`config.mk`:
```
export PLATFORM = sky130hd
export DESIGN_NAME = instr_fetch_unit
export DESIGN_NICKNAME = d
export VERILOG_FILES = /design/src/rtl/instr_fetch_unit.sv
export SDC_FILE = /design/constraint.sdc
export NUM_CORES = 1
export LEC_CHECK = 0
export ABC_AREA = 1
export BUFFER_PORTS_ARGS = -buffer_cell sky130_fd_sc_hd__clkbuf_2
export CAP_MARGIN = 25
export CORE_ASPECT_RATIO = 1.5
export CORE_MARGIN = 5
export CORE_UTILIZATION = 35
export DETAILED_ROUTE_END_ITERATION = 16
export PLACE_DENSITY = 0.59
export SLEW_MARGIN = 20
export SYNTH_ARGS = -nofsm -noshare
export SYNTH_HDL_FRONTEND = slang
export SYNTH_SLANG_ARGS = --single-unit
```
`constraint.sdc`:
```
create_clock -name clk -period 1.6 [get_ports clk]
set_clock_uncertainty 0.05 [all_clocks]
set_input_delay 0.32 -clock clk [delete_from_list [all_inputs] [get_ports clk]]
set_output_delay 0.32 -clock clk [all_outputs]
set_load 0.005 [all_outputs]
```
`src/rtl/instr_fetch_unit.sv`:
```
// Instruction fetch unit: owns the PC, reads the combinational ROM and holds one fetched word for decode.
// Optional handshake counter port enabled by defining IFU_FETCH_COUNT_EN.
module instr_fetch_unit #(
    parameter int                ADDR_W    = 8,
    parameter int                DATA_W    = 32,
    parameter logic [ADDR_W-1:0] RESET_PC  = '0,
    parameter logic [DATA_W-1:0] HALT_WORD = '1
) (
    input  logic              clk,
    input  logic              rst_n,
    output logic [ADDR_W-1:0] imem_addr,
    input  logic [DATA_W-1:0] imem_rd,
    input  logic              redirect_valid,
    input  logic [ADDR_W-1:0] redirect_pc,
    output logic              instr_valid,
    output logic [DATA_W-1:0] instr,
    output logic [ADDR_W-1:0] instr_pc,
    input  logic              instr_ready,
    output logic              halted
`ifdef IFU_FETCH_COUNT_EN
    ,
    output logic [15:0]       fetch_count
`endif
);

    typedef enum logic [1:0] {IDLE, RUN, HALT} state_t;

    typedef struct packed {
        logic              vld;
        logic [ADDR_W-1:0] pc;
        logic [DATA_W-1:0] word;
    } ireg_t;

    state_t            state, state_nxt;
    ireg_t             ireg;
    logic [ADDR_W-1:0] pc;
    logic              fetch_en, redir_en;
    logic              redir, load, is_halt;

    assign imem_addr   = pc;
    assign instr_valid = ireg.vld;
    assign instr       = ireg.word;
    assign instr_pc    = ireg.pc;

    // Redirect beats everything; a load needs room in the output register.
    assign is_halt = (imem_rd == HALT_WORD);
    assign redir   = redirect_valid && redir_en;
    assign load    = fetch_en && !redir && (!ireg.vld || instr_ready);

    always_ff @(posedge clk or negedge rst_n) begin
        if (!rst_n) state <= IDLE;
        else        state <= state_nxt;
    end

    always_comb begin
        state_nxt = state;
        case (state)
            IDLE:    state_nxt = RUN;
            RUN: begin
                if (redir)                state_nxt = RUN;
                else if (load && is_halt) state_nxt = HALT;
            end
            HALT:    if (redir) state_nxt = RUN;
            default: state_nxt = IDLE;
        endcase
    end

    always_comb begin
        halted   = 1'b0;
        fetch_en = 1'b0;
        redir_en = 1'b0;
        case (state)
            RUN: begin
                fetch_en = 1'b1;
                redir_en = 1'b1;
            end
            HALT: begin
                halted   = 1'b1;
                redir_en = 1'b1;
            end
            default: ;
        endcase
    end

    // The halt word does not advance the PC, so imem_addr keeps pointing at it.
    always_ff @(posedge clk or negedge rst_n) begin
        if (!rst_n)                pc <= RESET_PC;
        else if (redir)            pc <= redirect_pc;
        else if (load && !is_halt) pc <= pc + ADDR_W'(1);
    end

    always_ff @(posedge clk or negedge rst_n) begin
        if (!rst_n) begin
            ireg <= '0;
        end else if (redir) begin
            ireg.vld <= 1'b0;
        end else if (load) begin
            ireg.vld  <= 1'b1;
            ireg.pc   <= pc;
            ireg.word <= imem_rd;
        end else if (halted && ireg.vld && instr_ready) begin
            ireg.vld <= 1'b0;
        end
    end

`ifdef IFU_FETCH_COUNT_EN
    always_ff @(posedge clk or negedge rst_n) begin
        if (!rst_n)
            fetch_count <= '0;
        else if (ireg.vld && instr_ready && fetch_count != 16'hFFFF)
            fetch_count <= fetch_count + 16'd1;
    end
`endif

endmodule
```
==> reports/metrics.csv <==
metric,value,unit
outcome,completed,
final routed DRC violation total,0,
grt ovf,0,
Simple-Gate Fraction of Synth Area,36.5,%
Syn Inst Count,311,
average size of a mapped cell,7.72,sq um
Crit Path Class,reg2reg,
maximum root-to-sink buffer count,2,
largest net degree at the start of global routing,52,
Layout Nets,467,
clock period minus worst slack,1540,ps
core area,0.00676,sq mm
routed len/inst,13.5,um
WHS Endpoint,instr[8],
initial core utilization,35.5,%
share of post-route cells with drive strength above 1,31.0,%
Slew Limit Fails,0,
Initial DRC Count,95,
Clock Latency Late Sink,310,ps
syn_nets,360,
H-tree depth,2,
clock sink total,51,
Unique masters post-synth,18,
final hold vios,0,
antenna violations before repair,0,
largest cells by area after synthesis,"dfrtp_1 (53%), nand2_1 (28%), nand3_1 (3.8%)",
sequential area share after synthesis,53.1,%
Seq cells post-synth,51,
R2R depth,10,
compound-cell area share of the yosys netlist,3.18,%
gpl congestion,0.809,
crit path DAT,1690,ps
Synth top area share,53.1,%
Via-to-Cell Ratio,4.70,
slew margin rel.,79.7,%
drt total wl,6.69,mm
IO Count,94,
Root Buffer,clkbuf_8,
main combinational cell family by area after synthesis,simple AND/OR/NAND/NOR gates,
Hold Worst Slack,168,ps
P per Cell Area,1680,mW/mm^2
PnR worst setup slack,60.6,ps
WP data required,1750,ps
via count,2337,
clk slew on worst S/H paths,90,ps
R2R Path Start,state[0],
Core Rows,37,
Synth warnings,0,
Die Span Y,111,um
DP Worst Slack,67.9,ps
worst slew pin tran,301,ps
vias in the first global route,2321,
Hold Path Depth,3,
max-cap violations,0,
Total GRT Usage,14.9,%
Hold Crit Class,in2reg,
die footprint,0.00865,sq mm
CP Max Fanout,8,
Critical Path Start Type,register,
Adder-Cell Fraction of Synth Area,2.60,%
Tcrit/Tclk final,96.2,%
first-pass detailed-route iteration total,4,
Worst Hold Launch,imem_rd[8],
f_max,650,MHz
CTS tree,yes,
DRT antenna net count,0,
CTS Buf Count,5,
"area leader, netlist",dfrtp_1,
Setup crit end kind,register,
Leak,0.00185,uW
# setup viols final,0,
Die Wd,77.6,um
ANT cells,0,
R2R Setup Slk,60,ps
Layout area overhead,34.7,%
XOR/XNOR share of the synthesized area,0,%
Worst R2R End,imem_addr[1],
Port Buf Inserts,93,
DP HPWL,4.67,mm
post-synthesis mux area share,0,%
Synth Cell Area,0.00240,sq mm
launch point of the worst path,state[0],
first-pass GRT wire length,10.6,mm
Max IR drop VDD,0.628,mV
RSZ-0062 raised after global routing,true,
-- report_power, final --
group	switching [uW]	leakage, uW	internal [uW]	total (uW)
clock network	423	0.0000422	308	732
logic	1300	0.00117	1100	2400
registers	434	0.000640	1880	2310
total	2160	0.00185	3280	5440
-- repair_timing --
action | CTS | global route
hold endpoints to repair | 51 | 0
hold buffers | 1 | 0
buffers inserted | 0 | 6
endpoints found under the setup margin | 0 | 42
gates resized for setup | 0 | 17
-- cell usage after synthesis, drive strengths merged --
library cell	n
nand2	181
dfrtp	51
nand3	18
inv	15
nor2	15
o21ai	10
buf	9
ha	5
nand4	2
a21boi	1
a21oi	1
a31oi	1
nand3b	1
o31ai	1
-- layout make-up --
class                   instances  area, sq um
clock inverters                 1         5.00
fillers                       714         3520
repair buffers                108          638
multi-input cells             237         1080
inverters                      15         61.3
flip-flops and latches         51         1280
clock buffers                   7         76.3
well taps                      78         97.6
-- logic make-up (layout without fill, tap and decap cells) --
group,count (synthesis),count (layout)
AOI/OAI and AO/OA,14,14
DFF,51,51
and+or+nand+nor,217,218
adders and majority gates,5,5
buffers and inverters,24,131
-- metal layers --
layer  GRT usage, %  wire (um)  vias up
met5              0          0        -
met4           4.70         85        0
met3           3.72        336        5
met2           27.4       3540       62
met1           16.3       2730     1086
li1               -          -     1184
-- metrics by stage --
stage | cells | util, % | power [uW] | setup TNS, ps | area [sq um]
floorplan | 311 | - | 3460 | 0 | 2400
finish | 497 | 47.9 | 5440 | 0 | 3240
detailed placement | 479 | 44.1 | 4490 | 0 | 2980
global route | 497 | 47.9 | 5940 | -104 | 3240
global placement | 479 | 44.1 | 4450 | 0 | 2980
CTS | 488 | 45.4 | 5260 | 0 | 3070
-- registers in the layout, summed over array words and instances (netlist names) --
| register | flops |
|---|---|
| imem_addr | 8 |
| instr_valid | 1 |
| instr_pc | 8 |
| instr | 32 |
| state | 2 |
-- cells in the final DEF, fill, tap and decap left out, drive strengths merged --
master       synthesis  layout
a21boi               1       1
a21oi                1       1
a31oi                1       1
buf                  9      13
clkbuf               0     101
clkinv               0       2
dfrtp               51      51
dlygate4sd3          0       1
ha                   5       5
inv                 15      14
nand2              181     182
nand3               18      18
nand3b               1       1
nand4                2       2
nor2                15      15
o21ai               10      10
o31ai                1       1
-- worst max path at each step --
stage,cells past startpoint,to
after CTS,3,halted
after floorplan,9,state[0]
after global routing,8,state[0]
after global placement,10,imem_addr[7]
final,10,imem_addr[1]
after detailed placement,9,state[0]
-- critical path, stage by stage, from the launching register on --
cell and delay (ps):
dfrtp_1 430, buf_6 140, ha_4 150, inv_2 50
nor2_1 40, nand2_2 120, clkinv_4 140, nand2_8 110
nand2_8 80, nand2_2 70, nand2_1 50
Note: power is estimated with default switching activity, not from simulation.
